### src/rtl/fpu_pkg.sv
// Shared definitions for the FPU divide path: operand class bit positions,
// canonical NaN, exception flag positions and the divider FSM state type.
package fpu_pkg;

    // Bit positions inside the one-hot 6-bit class {qNaN,sNaN,inf,norm,sub,zero}
    localparam int CLASS_ZERO = 0;
    localparam int CLASS_SUB  = 1;
    localparam int CLASS_NORM = 2;
    localparam int CLASS_INF  = 3;
    localparam int CLASS_SNAN = 4;
    localparam int CLASS_QNAN = 5;

    localparam logic [31:0] CANON_NAN = 32'h7FC0_0000;

    // Flag vector is {NV, DZ}
    localparam int FLAG_DZ = 0;
    localparam int FLAG_NV = 1;

    typedef enum logic [1:0] {
        ST_IDLE = 2'd0,
        ST_PREP = 2'd1,
        ST_ITER = 2'd2,
        ST_DONE = 2'd3
    } div_state_t;

endpackage

### src/rtl/fpu_div_special.sv
// Combinational special-case resolver for FP32 division. Looks only at the
// operand classes and signs and decides whether the quotient is a special
// value (NaN, signed infinity, signed zero), which value, and which flags.
module fpu_div_special
    import fpu_pkg::*;
(
    input  logic        a_sign,
    input  logic [5:0]  a_class,
    input  logic        b_sign,
    input  logic [5:0]  b_class,
    output logic        special,
    output logic [31:0] result,
    output logic [1:0]  flags,
    output logic        sign
);

    logic a_nan, b_nan, a_inf, b_inf, a_zero, b_zero, a_fin, b_fin, q_sign;

    assign a_nan  = a_class[CLASS_QNAN] | a_class[CLASS_SNAN];
    assign b_nan  = b_class[CLASS_QNAN] | b_class[CLASS_SNAN];
    assign a_inf  = a_class[CLASS_INF];
    assign b_inf  = b_class[CLASS_INF];
    assign a_zero = a_class[CLASS_ZERO];
    assign b_zero = b_class[CLASS_ZERO];
    assign a_fin  = a_class[CLASS_ZERO] | a_class[CLASS_SUB] | a_class[CLASS_NORM];
    assign b_fin  = b_class[CLASS_ZERO] | b_class[CLASS_SUB] | b_class[CLASS_NORM];
    assign q_sign = a_sign ^ b_sign;

    // Priority-ordered special resolution; NaN results carry a positive sign
    always_comb begin
        special = 1'b0;
        result  = 32'h0;
        flags   = 2'b00;
        sign    = q_sign;
        if (a_nan || b_nan) begin
            special        = 1'b1;
            result         = CANON_NAN;
            sign           = 1'b0;
            flags[FLAG_NV] = a_class[CLASS_SNAN] | b_class[CLASS_SNAN];
        end else if ((a_zero && b_zero) || (a_inf && b_inf)) begin
            special        = 1'b1;
            result         = CANON_NAN;
            sign           = 1'b0;
            flags[FLAG_NV] = 1'b1;
        end else if (a_inf) begin
            special = 1'b1;
            result  = {q_sign, 8'hFF, 23'h0};
        end else if (b_zero && a_fin) begin
            special        = 1'b1;
            result         = {q_sign, 8'hFF, 23'h0};
            flags[FLAG_DZ] = 1'b1;
        end else if ((a_zero && b_fin) || b_inf) begin
            special = 1'b1;
            result  = {q_sign, 31'h0};
        end
    end

endmodule

### src/rtl/fpu_div_iter.sv
// Iterative radix-2 restoring FP32 divider producing an unrounded quotient
// (QBITS significand bits + sticky) or a resolved special result.
// Optional build macro: FPU_DIV_EARLY_OUT_EN -- a divisor significand of
// exactly 1.0 (24'h800000) bypasses the iteration and finishes from PREP.
module fpu_div_iter
    import fpu_pkg::*;
#(
    parameter int QBITS = 26
)
(
    input  logic             clk_i,
    input  logic             resetn_i,
    input  logic             start_i,
    input  logic             aSign_i,
    input  logic [9:0]       aExp_i,
    input  logic [23:0]      aSig_i,
    input  logic [5:0]       aClass_i,
    input  logic             bSign_i,
    input  logic [9:0]       bExp_i,
    input  logic [23:0]      bSig_i,
    input  logic [5:0]       bClass_i,
    output logic             busy_o,
    output logic             done_o,
    output logic             qSign_o,
    output logic [9:0]       qExp_o,
    output logic [QBITS-1:0] qSig_o,
    output logic             sticky_o,
    output logic             special_o,
    output logic [31:0]      specialRes_o,
    output logic [1:0]       flags_o
);

    localparam int CW = $clog2(QBITS);

    div_state_t       state_reg;
    logic [CW-1:0]    cnt_reg;
    logic [24:0]      rem_reg;
    logic [QBITS-1:0] quo_reg;
    logic [9:0]       exp_reg;

    // Operands captured at launch so the inputs may change during the divide
    logic             a_sign_reg, b_sign_reg;
    logic [9:0]       a_exp_reg, b_exp_reg;
    logic [23:0]      a_sig_reg, b_sig_reg;
    logic [5:0]       a_class_reg, b_class_reg;

    logic             spc_special, spc_sign;
    logic [31:0]      spc_result;
    logic [1:0]       spc_flags;

    logic             rem_ge, a_lt_b;
    logic [24:0]      rem_sub, rem_next;
    logic [QBITS-1:0] quo_next;
    logic [9:0]       exp_prep;

    fpu_div_special u_special (
        .a_sign  (a_sign_reg),
        .a_class (a_class_reg),
        .b_sign  (b_sign_reg),
        .b_class (b_class_reg),
        .special (spc_special),
        .result  (spc_result),
        .flags   (spc_flags),
        .sign    (spc_sign)
    );

    // One restoring step plus the PREP alignment decision
    always_comb begin
        rem_ge   = rem_reg >= {1'b0, b_sig_reg};
        rem_sub  = rem_ge ? (rem_reg - {1'b0, b_sig_reg}) : rem_reg;
        rem_next = rem_sub << 1;
        quo_next = {quo_reg[QBITS-2:0], rem_ge};
        a_lt_b   = a_sig_reg < b_sig_reg;
        exp_prep = a_exp_reg - b_exp_reg - {9'd0, a_lt_b};
    end

    // Control FSM, datapath registers and registered result outputs
    always_ff @(posedge clk_i or negedge resetn_i) begin
        if (!resetn_i) begin
            state_reg    <= ST_IDLE;
            cnt_reg      <= '0;
            rem_reg      <= '0;
            quo_reg      <= '0;
            exp_reg      <= '0;
            a_sign_reg   <= 1'b0;
            b_sign_reg   <= 1'b0;
            a_exp_reg    <= '0;
            b_exp_reg    <= '0;
            a_sig_reg    <= '0;
            b_sig_reg    <= '0;
            a_class_reg  <= '0;
            b_class_reg  <= '0;
            busy_o       <= 1'b0;
            done_o       <= 1'b0;
            qSign_o      <= 1'b0;
            qExp_o       <= '0;
            qSig_o       <= '0;
            sticky_o     <= 1'b0;
            special_o    <= 1'b0;
            specialRes_o <= '0;
            flags_o      <= '0;
        end else begin
            case (state_reg)
                ST_IDLE: begin
                    done_o <= 1'b0;
                    busy_o <= 1'b0;
                    if (start_i) begin
                        a_sign_reg  <= aSign_i;
                        a_exp_reg   <= aExp_i;
                        a_sig_reg   <= aSig_i;
                        a_class_reg <= aClass_i;
                        b_sign_reg  <= bSign_i;
                        b_exp_reg   <= bExp_i;
                        b_sig_reg   <= bSig_i;
                        b_class_reg <= bClass_i;
                        busy_o      <= 1'b1;
                        state_reg   <= ST_PREP;
                    end
                end
                ST_PREP: begin
                    if (spc_special) begin
                        qSign_o      <= spc_sign;
                        qExp_o       <= '0;
                        qSig_o       <= '0;
                        sticky_o     <= 1'b0;
                        special_o    <= 1'b1;
                        specialRes_o <= spc_result;
                        flags_o      <= spc_flags;
                        done_o       <= 1'b1;
                        state_reg    <= ST_DONE;
`ifdef FPU_DIV_EARLY_OUT_EN
                    end else if (b_sig_reg == 24'h800000) begin
                        qSign_o      <= spc_sign;
                        qExp_o       <= a_exp_reg - b_exp_reg;
                        qSig_o       <= {a_sig_reg, {(QBITS-24){1'b0}}};
                        sticky_o     <= 1'b0;
                        special_o    <= 1'b0;
                        specialRes_o <= '0;
                        flags_o      <= '0;
                        done_o       <= 1'b1;
                        state_reg    <= ST_DONE;
`endif
                    end else begin
                        // Pre-shift the dividend when it is smaller so the first quotient bit is 1
                        rem_reg   <= a_lt_b ? {a_sig_reg, 1'b0} : {1'b0, a_sig_reg};
                        exp_reg   <= exp_prep;
                        quo_reg   <= '0;
                        cnt_reg   <= '0;
                        state_reg <= ST_ITER;
                    end
                end
                ST_ITER: begin
                    rem_reg <= rem_next;
                    quo_reg <= quo_next;
                    cnt_reg <= cnt_reg + 1'b1;
                    if (cnt_reg == CW'(QBITS - 1)) begin
                        qSign_o      <= spc_sign;
                        qExp_o       <= exp_reg;
                        qSig_o       <= quo_next;
                        sticky_o     <= (rem_sub != '0);
                        special_o    <= 1'b0;
                        specialRes_o <= '0;
                        flags_o      <= '0;
                        done_o       <= 1'b1;
                        state_reg    <= ST_DONE;
                    end
                end
                ST_DONE: begin
                    done_o    <= 1'b0;
                    busy_o    <= 1'b0;
                    state_reg <= ST_IDLE;
                end
                default: state_reg <= ST_IDLE;
            endcase
        end
    end

endmodule
### config.mk
export PLATFORM = sky130hd
export DESIGN_NAME = fpu_div_iter
export DESIGN_NICKNAME = d
export VERILOG_FILES = /design/src/rtl/fpu_pkg.sv /design/src/rtl/fpu_div_special.sv /design/src/rtl/fpu_div_iter.sv
export SDC_FILE = /design/constraint.sdc
export NUM_CORES = 1
export LEC_CHECK = 0
export CAP_MARGIN = 20
export CORE_ASPECT_RATIO = 1.75
export CORE_MARGIN = 1.5
export CORE_UTILIZATION = 45
export CTS_CLUSTER_SIZE = 30
export DETAILED_ROUTE_END_ITERATION = 16
export GPL_TIMING_DRIVEN = 0
export PLACE_DENSITY = 0.71
export SKIP_CTS_REPAIR_TIMING = 1
export SYNTH_ARGS = -nofsm -noshare
export SYNTH_HDL_FRONTEND = slang
export SYNTH_HIERARCHICAL = 1
export SYNTH_SLANG_ARGS = --single-unit
### constraint.sdc
create_clock -name clk_i -period 6.7 [get_ports clk_i]
set_input_delay 1.34 -clock clk_i [delete_from_list [all_inputs] [get_ports clk_i]]
set_output_delay 1.34 -clock clk_i [all_outputs]
set_load 0.005 [all_outputs]
==> results.md, run 1 <==
- Static Leakage: 6.673 nW
- Peak per-stage delay on the critical path: 0.59 ns
- Cell chain of the critical path: ha_1 -> nand4_1 -> a211oi_1 -> o31a_1 -> a311oi_1 -> a211oi_1 -> buf_2 -> or2_0 -> clkbuf_1 -> inv_1 -> fa_1 -> inv_1 -> ha_1 -> or2_2 -> fa_1 -> nand2b_1 -> a21o_1 -> a21o_1 -> a21o_1 -> nand2_1 -> nand2_1 -> a21oi_1 -> xor2_1 -> o21ai_0
- Endpoint of the worst hold path: special_o
- CTS tree: done
- Primary flip-flop cell chosen by synthesis mapping: sky130_fd_sc_hd__dfrtp_1
- Most instantiated library cell after synthesis: sky130_fd_sc_hd__dfrtp_1
- Critical hold path startpoint: special_o
- Startpoint types: flip-flop
- Flip-flop count of the largest register, all copies and words added: 32
- Number of buffers between clock root and the deepest sink: 3
- Worst Clk Skew: 0.01546 ns
- Number of synthesized flops with an enable pin: 0
- Post-synthesis instance total: 1119
- Reg-to-reg slack, setup: 0.44 ns
- Combinational group share of total power: 55.9%
- Number of buffers created by CTS: 23
- Ratio of cells with drive above 1 in the final layout: 12.73%
- CP Data Required Time: 7.10 ns
- PD cells: 584.1 nW/um^2
- Launch point of the worst reg-to-reg path: a_sig_reg[15]
- Detailed router's first-iteration violation count: 529
- Number of filler cells placed in the layout: 2288
- Average detailed-routed wire length per instance: 20.38 um
- Number of maximum-capacitance violations: 0
- Number of cells on the worst reg-to-reg path: 24
- Part of the Yosys area used for sequential elements: 46.91%
- Final worst-path cycle share: 93.37%
- Leading post-synthesis cells by cell area: sky130_fd_sc_hd__dfrtp_1 47%, sky130_fd_sc_hd__mux2_2 8.2%, sky130_fd_sc_hd__ha_1 7.3%, sky130_fd_sc_hd__a22o_1 7.0%, sky130_fd_sc_hd__o21ai_0 3.2%
- Slowest cell on crit path: sky130_fd_sc_hd__a211oi_1
- GRT Resource Usage Total: 25.34%
- Vias after detailed routing: 9467
- Die width: 126.2 um
- Total wire length after detailed routing: 33920 um
- DIE HEIGHT: 218.6 um
- Slew at the pin closest to its max-slew limit: 0.9159 ns
- Area added between synthesis and finish: 24.85%
- Time the worst path needs with I/O delays and setup: 6.256 ns
- Boundary Pins: 160
- Worst min-delay path class: reg2reg
- Leftover overflow at the end of global routing: 0
- Worst vdd rail ir drop: 0.0003583 V
- Synth top area share: 46.91%
- Area of the multi-input gates: 5723 um^2
- Number of antenna violations at the first check in global routing: 1
- Sequential Power Share: 27.9%
- Endpoints failing hold: 0
- Cell accounting for the most synthesized area: sky130_fd_sc_hd__dfrtp_1
- Largest net degree at the start of global routing: 96
- Worst reg2reg path endpoint: exp_reg[8]
- Placed wire-length estimate after detailed placement: 26180 um
- Floorplan row count: 78
- Hold slack final: 0.4836 ns
- Number of nets in the layout: 1486
- Top flop regs: specialRes_o x32, qSig_o x26
- Switch Pwr: 3.798 mW
- Net switching share of the total power: 43.59%
- Register bit count reported by yosys: 224
- Count of port buffers added during placement: 159
- Initial Util: 45.86%
- Clock transition at path regs: 0.07 ns
- Number of search-and-repair iterations in the first detailed-routing pass: 5
- Kind of critical path: reg2reg
- H-tree depth: 1
- Antenna violation net count after detailed routing: 0
- Worst Setup End Kind: flip-flop
- Number of global-route vias before repair: 9988
- Worst skew pair latency: 0.53 ns
- Internal power: 4.915 mW
- Synthesis warning total: 6
- Setup repair after global routing missed its margin: no
- Async set or reset register ratio after synthesis: 100.0%
- Area of the die: 27580 um^2
- Count of distinct cell types in the synthesized netlist: 64
- Headroom to the max-slew limit: 38.42%
- Critical path's most frequent cell: sky130_fd_sc_hd__a21o_1
- Setup-failing EPs final: 0
- Most frequent cells after synthesis: 224 x sky130_fd_sc_hd__dfrtp_1, 96 x sky130_fd_sc_hd__a22o_1, 87 x sky130_fd_sc_hd__mux2_2
- First-pass GRT wire length: 54350 um
- Core area: 26060 um^2
- Part of the power in the clock network: 16.2%
- DRC Markers: 0
- Fmax: 159.8 MHz
- Register with the highest flop count: specialRes_o
- Highest net fanout along the worst path: 10
- Min-Delay Path Depth: 1
- Slew Limit Fails: 0
- CTS root buffer: sky130_fd_sc_hd__clkbuf_16
- Final Wtd Congestion: 0.9862
- WP data arrival: 6.66 ns
- Post-synthesis average cell area: 10.68 um^2
- Result of the run: finished clean
- Ratio of routed vias to standard cells: 5.689
- Area occupied by registers: 5605 um^2
- Overall power consumption: 8.714 mW
- Cell Area, Synth: 11950 um^2
- Sink count of the clock tree: 224
final cells by class:
type | count | share of cell area (%)
buffer | 86 | 2.952
clock buffer | 29 | 4.210
sequential | 224 | 37.57
inverter | 69 | 1.736
antenna | 1 | 0.01677
tap | 320 | 2.684
timing repair buffer | 163 | 11.15
multi-input combinational | 761 | 38.36
clock inverter | 11 | 1.308
cells by family (layout without fill, tap and decap cells):
logic type	after synthesis	after routing	share of synthesized area [%]
xor+xnor	29	29	2.126
compound gates	325	325	19.39
flops	224	224	46.91
fa+ha+maj	73	73	7.832
other cells	1	23	0.03138
buf+inv	155	358	5.853
mux	90	90	8.450
simple gates	222	222	9.403
metal layers:
layer / share of wire [%] / wire [um] / track usage [%]
met5: 0 / 0 / 0
met4: 5.8 / 1983 / 14.14
met3: 3.0 / 1029 / 2.228
met2: 55 / 18590 / 49.65
met1: 36 / 12320 / 26.08
worst max-delay path: cells and delay by family (launching register included):
kind	cells	cell delay, ns
compound gates	9	2.03
xor+xnor	1	0.20
fa+ha+maj	4	1.43
buf+inv	4	1.00
flops	1	0.42
simple gates	6	1.03
stage by stage:
step                      TNS [ns]  cell area [um^2]  worst slack, ns  util (%)  std cells
after floorplan                  0             12030            1.554         -       1140
after global placement    -1144.16             14020           -5.145     53.80       1619
after detailed placement         0             14090           0.4580     54.08       1623
after CTS                        0             14920           0.4174     57.24       1663
after global routing             0             14920          0.01647     57.25       1664
final                            0             14920           0.4439     57.25       1664
how the worst max path moves through the flow:
| stage | startpoint | end | cells after the start |
|---|---|---|---|
| 4_1_cts | a_sig_reg[15] | exp_reg[8] | 24 |
| 6_report | a_sig_reg[15] | exp_reg[8] | 24 |
| 3_3_place_gp | resetn_i | a_sig_reg[20] | 1 |
| 2_1_floorplan | a_sig_reg[15] | exp_reg[8] | 23 |
| 3_5_place_dp | a_sig_reg[15] | exp_reg[8] | 24 |
| 5_1_grt | a_sig_reg[15] | exp_reg[8] | 24 |
power groups by stage:
stage,sequential [mW],clock [mW],combinational [mW]
after floorplan,2.29,0,3.33
after global placement,2.43,0,4.73
after detailed placement,2.44,0,4.83
after CTS,2.43,1.44,4.87
after global routing,2.50,1.49,5.38
final,2.43,1.41,4.87
cells in the final DEF, fill, tap and decap left out, types with 4 or more instances in the layout:
cell | synthesis | layout
sky130_fd_sc_hd__dfrtp_1 | 224 | 224
sky130_fd_sc_hd__clkdlybuf4s50_1 | 0 | 158
sky130_fd_sc_hd__a22o_1 | 96 | 96
sky130_fd_sc_hd__mux2_2 | 87 | 87
sky130_fd_sc_hd__o21ai_0 | 77 | 77
sky130_fd_sc_hd__ha_1 | 70 | 70
sky130_fd_sc_hd__nand2_1 | 69 | 69
sky130_fd_sc_hd__inv_1 | 68 | 68
sky130_fd_sc_hd__clkbuf_1 | 55 | 58
sky130_fd_sc_hd__nor2_1 | 44 | 44
sky130_fd_sc_hd__a21oi_1 | 31 | 31
sky130_fd_sc_hd__buf_4 | 29 | 30
sky130_fd_sc_hd__a211oi_1 | 25 | 25
sky130_fd_sc_hd__clkbuf_16 | 0 | 23
sky130_fd_sc_hd__conb_1 | 1 | 22
sky130_fd_sc_hd__nor3b_1 | 21 | 21
sky130_fd_sc_hd__a21o_1 | 18 | 18
sky130_fd_sc_hd__nand3_1 | 16 | 16
sky130_fd_sc_hd__xnor2_1 | 16 | 16
sky130_fd_sc_hd__nor3_1 | 15 | 15
sky130_fd_sc_hd__xor2_1 | 13 | 13
sky130_fd_sc_hd__o31ai_1 | 12 | 12
sky130_fd_sc_hd__nand2b_1 | 11 | 11
sky130_fd_sc_hd__a31oi_1 | 11 | 11
sky130_fd_sc_hd__nand4_1 | 10 | 10
sky130_fd_sc_hd__o21a_1 | 8 | 8
sky130_fd_sc_hd__o211ai_1 | 7 | 7
sky130_fd_sc_hd__or2_2 | 6 | 6
sky130_fd_sc_hd__or3_1 | 6 | 6
sky130_fd_sc_hd__bufinv_16 | 0 | 5
sky130_fd_sc_hd__a311oi_1 | 4 | 4
sky130_fd_sc_hd__o2111ai_1 | 4 | 4
sky130_fd_sc_hd__and2_1 | 4 | 4
sky130_fd_sc_hd__nor4_1 | 4 | 4
sky130_fd_sc_hd__o21bai_1 | 4 | 4
sky130_fd_sc_hd__inv_6 | 0 | 4
Note: power is estimated with default switching activity, not from simulation.
==> inputs of run 2 (changes only) <==
--- a/config.mk
+++ b/config.mk
@@ -8,11 +8,11 @@
 export CAP_MARGIN = 20
 export CORE_ASPECT_RATIO = 1.75
 export CORE_MARGIN = 1.5
-export CORE_UTILIZATION = 45
+export CORE_UTILIZATION = 60
 export CTS_CLUSTER_SIZE = 30
 export DETAILED_ROUTE_END_ITERATION = 16
 export GPL_TIMING_DRIVEN = 0
-export PLACE_DENSITY = 0.71
+export PLACE_DENSITY = 0.9
 export SKIP_CTS_REPAIR_TIMING = 1
 export SYNTH_ARGS = -nofsm -noshare
 export SYNTH_HDL_FRONTEND = slang
==> constraint.sdc (replaced) <==
create_clock -name clk_i -period 8.04 [get_ports clk_i]
set_input_delay 1.608 -clock clk_i [delete_from_list [all_inputs] [get_ports clk_i]]
set_output_delay 1.608 -clock clk_i [all_outputs]
set_load 0.005 [all_outputs]
==> run 2 against run 1 <==
Net effect:
- sequential power shrank 15%
- count of clock-buffer cells in the layout grew 3
- critical path depth stayed put
- power decreased by 17%
- clock skew decreased by 0.0048 ns
- die area is 25% lower
- largest cell class unchanged
==> results.md, run 2 (synthesis gave the netlist of run 1 again) <==
- Result of the run: finished clean
- Register with the highest flop count: specialRes_o
- Clock transition at path regs: 0.06 ns
- Initial Util: 60.80%
- DIE HEIGHT: 189.7 um
- Number of buffers created by CTS: 22
- Net switching share of the total power: 44.07%
- Worst Clk Skew: 0.01070 ns
- CTS root buffer: sky130_fd_sc_hd__clkbuf_16
- Placed wire-length estimate after detailed placement: 26270 um
- Fmax: 166.7 MHz
- Kind of critical path: reg2reg
- Part of the power in the clock network: 15.4%
- CTS tree: done
- Top flop regs: specialRes_o x32, qSig_o x26
- Leading cell types in the layout, fill and taps excluded: 224 x sky130_fd_sc_hd__dfrtp_1, 158 x sky130_fd_sc_hd__clkdlybuf4s50_1, 96 x sky130_fd_sc_hd__a22o_1
- Fraction of the core area covered by cells at the end of the flow: 75.08%
- Setup repair after global routing missed its margin: no
- Number of global-route vias before repair: 10341
- Area added between synthesis and finish: 23.50%
- Count of port buffers added during placement: 159
- Number of search-and-repair iterations in the first detailed-routing pass: 7
- Total wire length after detailed routing: 34870 um
- First-pass GRT wire length: 53900 um
- Ratio of routed vias to standard cells: 6.124
- Hold slack final: 0.4956 ns
- Leading cell type in the layout, fill and taps excluded: sky130_fd_sc_hd__dfrtp_1
- Detailed router's first-iteration violation count: 609
- Worst skew pair latency: 0.51 ns
- Headroom to the max-slew limit: 38.15%
- Endpoints failing hold: 0
- Worst setup path startpoint: a_sig_reg[15]
- Startpoint types: flip-flop
- Area of the die: 20800 um^2
- Flip-flop count of the largest register, all copies and words added: 32
- CP Data Required Time: 8.41 ns
- Slew at the pin closest to its max-slew limit: 0.9278 ns
- Vias after detailed routing: 9718
- Floorplan row count: 68
- Placed Cells: 1546
- Largest net degree at the start of global routing: 121
- Worst Setup End Kind: flip-flop
- Number of buffers between clock root and the deepest sink: 3
- Layout Cells excl Fill: 1587
- Critical hold path startpoint: exp_reg[1]
- Worst min-delay path class: reg2reg
- Ratio of cells with drive above 1 in the final layout: 12.59%
- Overall power consumption: 7.250 mW
- Number of antenna violations at the first check in global routing: 0
- Number of diodes added for antenna fixing: 0
- Area after DPL: 13970 um^2
- Antenna violation net count after detailed routing: 0
- DRC Markers: 0
- PD cells: 491.3 nW/um^2
- Final Wtd Congestion: 1.019
- Die width: 109.7 um
- H-tree depth: 1
- GRT Resource Usage Total: 34.28%
- Switch Pwr: 3.195 mW
- WP data arrival: 6.36 ns
- Sink count of the clock tree: 224
- Core area: 19650 um^2
- Setup-failing EPs final: 0
- Leftover overflow at the end of global routing: 0
- Worst vdd rail ir drop: 0.0003031 V
- Launch point of the worst reg-to-reg path: a_sig_reg[15]
- Time the worst path needs with I/O delays and setup: 5.999 ns
- Reg-to-reg slack, setup: 2.04 ns
- Static Leakage: 6.642 nW
- Average detailed-routed wire length per instance: 21.97 um
- Boundary Pins: 160
- Number of maximum-capacitance violations: 0
- Sequential Power Share: 28.4%
- Final worst-path cycle share: 74.61%
- Post-route cell area: 14760 um^2
- Number of nets in the layout: 1484
- Internal power: 4.055 mW
- Combinational group share of total power: 56.3%
- Slew Limit Fails: 0
- Highest net fanout along the worst path: 10
## run 2: changes by cell type in the layout (fill, tap and decap cells not counted), sizes merged
cell	delta
clkbuf	+3
clkinv	+2
buf	-1
inv	-3
bufinv	-2
diode	-1
## run 2: final cells by class
cell class | instances | area (um^2)
plain buffers | 86 | 440.4
repair buffers | 162 | 1637
flip-flops and latches | 224 | 5605
fillers | 1319 | 4897
multi-input cells | 761 | 5723
inverters | 69 | 259.0
clock inverters | 8 | 126.4
clock buffers | 32 | 659.4
well taps | 245 | 306.5
## run 2: worst paths after layout
path                       cells after the start               to
max in group asynchronous                      2  specialRes_o[4]
max reg2reg                                   24       exp_reg[8]
min                                            2       exp_reg[1]
min in group asynchronous                      1       qSig_o[13]
min reg2reg                                    2       exp_reg[1]
max                                           24       exp_reg[8]
## run 2: layer usage
layer | global-route usage (%) | part of all wire [%] | vias to the layer above
met2 | 65.31 | 55 | 363
li1 | - | - | 4455
met5 | 0 | 0 | -
met3 | 4.042 | 4.3 | 139
met1 | 33.27 | 33 | 4761
met4 | 22.38 | 7.2 | 0
## run 2: power groups by stage
stage               registers [mW]  clock network (mW)  logic, mW
detailed placement            2.05                   0       4.00
CTS                           2.05                1.12       4.06
global placement              2.03                   0       3.87
global route                  2.10                1.17       4.46
floorplan                     1.91                   0       2.78
finish                        2.06                1.11       4.08
## run 2: through the flow
stage / setup WS [ns] / TNS [ns]
6_report: 2.041 / 0
5_1_grt: 1.747 / 0
4_1_cts: 1.556 / 0
3_5_place_dp: 1.611 / 0
3_3_place_gp: -3.758 / -837.76
2_1_floorplan: 2.894 / 0
## run 2: worst max-delay path, stage by stage (launching register included)
cell	delay [ns]
sky130_fd_sc_hd__dfrtp_1	0.43
sky130_fd_sc_hd__ha_1	0.34
sky130_fd_sc_hd__nand4_1	0.19
sky130_fd_sc_hd__a211oi_1	0.35
sky130_fd_sc_hd__o31a_1	0.20
sky130_fd_sc_hd__a311oi_1	0.10
sky130_fd_sc_hd__a211oi_1	0.33
sky130_fd_sc_hd__buf_2	0.27
sky130_fd_sc_hd__or2_0	0.22
sky130_fd_sc_hd__clkbuf_1	0.46
sky130_fd_sc_hd__inv_1	0.12
sky130_fd_sc_hd__fa_1	0.55
sky130_fd_sc_hd__inv_1	0.06
sky130_fd_sc_hd__ha_1	0.19
sky130_fd_sc_hd__or2_2	0.30
sky130_fd_sc_hd__fa_1	0.38
sky130_fd_sc_hd__nand2b_1	0.17
sky130_fd_sc_hd__a21o_1	0.20
sky130_fd_sc_hd__a21o_1	0.19
sky130_fd_sc_hd__a21o_1	0.20
sky130_fd_sc_hd__nand2_1	0.08
sky130_fd_sc_hd__nand2_1	0.06
sky130_fd_sc_hd__a21oi_1	0.16
sky130_fd_sc_hd__xor2_1	0.18
sky130_fd_sc_hd__o21ai_0	0.11
==> inputs of run 3 (changes only) <==
--- a/config.mk
+++ b/config.mk
@@ -8,11 +8,11 @@
 export CAP_MARGIN = 20
 export CORE_ASPECT_RATIO = 1.75
 export CORE_MARGIN = 1.5
-export CORE_UTILIZATION = 60
+export CORE_UTILIZATION = 51
 export CTS_CLUSTER_SIZE = 30
 export DETAILED_ROUTE_END_ITERATION = 16
 export GPL_TIMING_DRIVEN = 0
-export PLACE_DENSITY = 0.9
+export PLACE_DENSITY = 0.82
 export SKIP_CTS_REPAIR_TIMING = 1
 export SYNTH_ARGS = -nofsm -noshare
 export SYNTH_HDL_FRONTEND = slang
==> constraint.sdc (replaced) <==
create_clock -name clk_i -period 5 [get_ports clk_i]
set_input_delay 1 -clock clk_i [delete_from_list [all_inputs] [get_ports clk_i]]
set_output_delay 1 -clock clk_i [all_outputs]
set_load 0.005 [all_outputs]
==> run 3 against run 2 <==
Net effect:
- wire length fell by 4.0%
- global-route usage fell by 6.4 points
- sequential power rose by 59%
- register-to-register slack got worse by 1.9 ns
- via count fell by 0.64%
- hold slack got worse by 0.0053 ns
- fmax rose by 24%
- combinational power rose by 66%
- die area rose by 17%
- final area rose by 2.6%
==> results.md, run 3 (synthesis gave the netlist of run 1 again) <==
- Number of buffers created by CTS: 22
- Largest net degree at the start of global routing: 125
- Critical hold path startpoint: exp_reg[4]
- Result of the run: finished clean
- Antenna violation net count after detailed routing: 0
- Ratio of routed vias to standard cells: 5.831
- CP Data Required Time: 5.38 ns
- Number of buffers between clock root and the deepest sink: 3
- Worst min-delay path class: reg2reg
- Placed Cells: 1601
- Flip-flop count of the largest register, all copies and words added: 32
- Critical path's most frequent cell: sky130_fd_sc_hd__a21o_1
- Count of port buffers added during placement: 159
- Final worst-path cycle share: 96.40%
- Die width: 118.7 um
- Highest net fanout along the worst path: 6
- Kind of critical path: reg2reg
- First-pass GRT wire length: 53000 um
- Number of antenna violations at the first check in global routing: 1
- Slowest cell on crit path: sky130_fd_sc_hd__fa_1
- Number of search-and-repair iterations in the first detailed-routing pass: 6
- WP data arrival: 5.20 ns
- GRT Resource Usage Total: 27.86%
- PD cells: 791.5 nW/um^2
- Fraction of the core area covered by cells at the end of the flow: 66.33%
- Headroom to the max-slew limit: 36.52%
- Initial Util: 52.33%
- Number of global-route vias before repair: 10023
- Launch point of the worst reg-to-reg path: a_sig_reg[15]
- Setup-failing EPs final: 0
- Number of maximum-capacitance violations: 0
- Total wire length after detailed routing: 33470 um
- Time the worst path needs with I/O delays and setup: 4.820 ns
- Detailed router's first-iteration violation count: 498
- Worst setup path startpoint: a_sig_reg[15]
- Top flop regs: specialRes_o x32, qSig_o x26
- Core area: 22830 um^2
- Peak per-stage delay on the critical path: 0.50 ns
- Sink count of the clock tree: 224
- DIE HEIGHT: 205.5 um
- Static Leakage: 6.737 nW
- Crit path setup slack, layout: 0.1799 ns
- Layout Cells excl Fill: 1656
- CTS tree: done
- Leading cell type in the layout, fill and taps excluded: sky130_fd_sc_hd__dfrtp_1
- Area added between synthesis and finish: 26.75%
- Endpoints failing hold: 0
- Clock transition at path regs: 0.06 ns
- Area of the die: 24390 um^2
- Slew at the pin closest to its max-slew limit: 0.9442 ns
- Final Wtd Congestion: 0.9630
- Leading cell types in the layout, fill and taps excluded: 219 x sky130_fd_sc_hd__dfrtp_1, 158 x sky130_fd_sc_hd__clkdlybuf4s50_1, 96 x sky130_fd_sc_hd__a22o_1
- Leftover overflow at the end of global routing: 0
- Worst vdd rail ir drop: 0.0004246 V
- Boundary Pins: 160
- Ratio of cells with drive above 1 in the final layout: 15.35%
- Worst Setup Slack post-DPL: -0.8732 ns
- Vias after detailed routing: 9656
- Register with the highest flop count: specialRes_o
- Area of the multi-input gates: 5862 um^2
- Slew Limit Fails: 0
- H-tree depth: 1
- DRC Markers: 0
- Worst Clk Skew: 0.01070 ns
- Placed wire-length estimate after detailed placement: 25430 um
- Worst Setup End Kind: flip-flop
- Number of filler cells placed in the layout: 1809
- Number of nets in the layout: 1497
- Final-layout setup total negative slack: 0 ns
- Cell chain of the critical path: ha_4 -> nand4_1 -> a211oi_2 -> o31a_1 -> a311oi_2 -> a211oi_4 -> or2_4 -> buf_8 -> inv_1 -> fa_1 -> inv_1 -> ha_1 -> or2_4 -> fa_2 -> nand2b_4 -> a21o_1 -> a21o_1 -> a21o_1 -> nand2_1 -> nand2_1 -> a21oi_2 -> xor2_1 -> o21ai_1
- Floorplan row count: 73
- Worst skew pair latency: 0.51 ns
- Startpoint types: flip-flop
- Area occupied by registers: 5612 um^2
- CTS root buffer: sky130_fd_sc_hd__clkbuf_16
- Fmax: 207.5 MHz
- Average detailed-routed wire length per instance: 20.21 um
-- run 3: cell count changes in the layout (fill, tap and decap cells not counted), sizes merged --
cell,previous run,this run
clkinvlp,0,3
buf,35,49
bufinv,3,6
diode,0,1
clkbuf,87,81
inv,69,68
-- run 3: worst paths after layout --
kind | end | slack (ns) | cells past startpoint
worst max-delay path | exp_reg[8] | 0.18 | 23
worst min-delay path | exp_reg[4] | 0.49 | 2
worst max register to register | exp_reg[8] | 0.18 | 23
worst min register to register | exp_reg[4] | 0.49 | 2
max in group asynchronous | qSig_o[15] | 3.39 | 2
min in group asynchronous | a_exp_reg[8] | 0.53 | 1
-- run 3: power breakdown --
part	switching [mW]	internal, mW
clock network	0.728	1.20
registers	0.682	2.60
logic	3.73	3.05
-- run 3: cell type report --
| cell class | instances | share of cell area, % |
|---|---|---|
| antenna | 1 | 0.01652 |
| buffer | 86 | 2.982 |
| clock buffer | 27 | 4.097 |
| clock inverter | 13 | 1.495 |
| inverter | 69 | 1.710 |
| multi-input combinational | 761 | 38.70 |
| sequential | 224 | 37.05 |
| tap | 300 | 2.478 |
| timing repair buffer | 175 | 11.47 |
-- run 3: worst max-delay path, delay by kind of cell (launching register included) --
family,cells,cell delay (ns)
AO/OA/AOI/OAI,9,1.61
XOR/XNOR,1,0.17
AND/OR/NAND/NOR,6,0.88
buffers and inverters,3,0.21
adder cells (fa/ha/maj),4,1.35
flip-flops,1,0.45
-- run 3: stage by stage --
| step | power (mW) | instance area [um^2] | hold slack, ns |
|---|---|---|---|
| 2_1_floorplan | 7.538 | 12030 | 0.4466 |
| 3_3_place_gp | 9.472 | 14000 | 0.4618 |
| 3_5_place_dp | 9.648 | 14040 | 0.4740 |
| 4_1_cts | 11.63 | 14890 | 0.4900 |
| 5_1_grt | 12.86 | 15150 | 0.5119 |
| 6_report | 11.99 | 15150 | 0.4903 |
-- run 3: layer usage --
metal | part of all wire, % | track usage [%] | wire (um) | vias to the layer above
met1 | 36 | 29.67 | 12010 | 4738
met4 | 6.5 | 17.04 | 2166 | 0
met2 | 54 | 52.43 | 17930 | 335
met3 | 4.1 | 2.966 | 1361 | 104
met5 | 0 | 0 | 0 | -
li1 | - | - | - | 4479
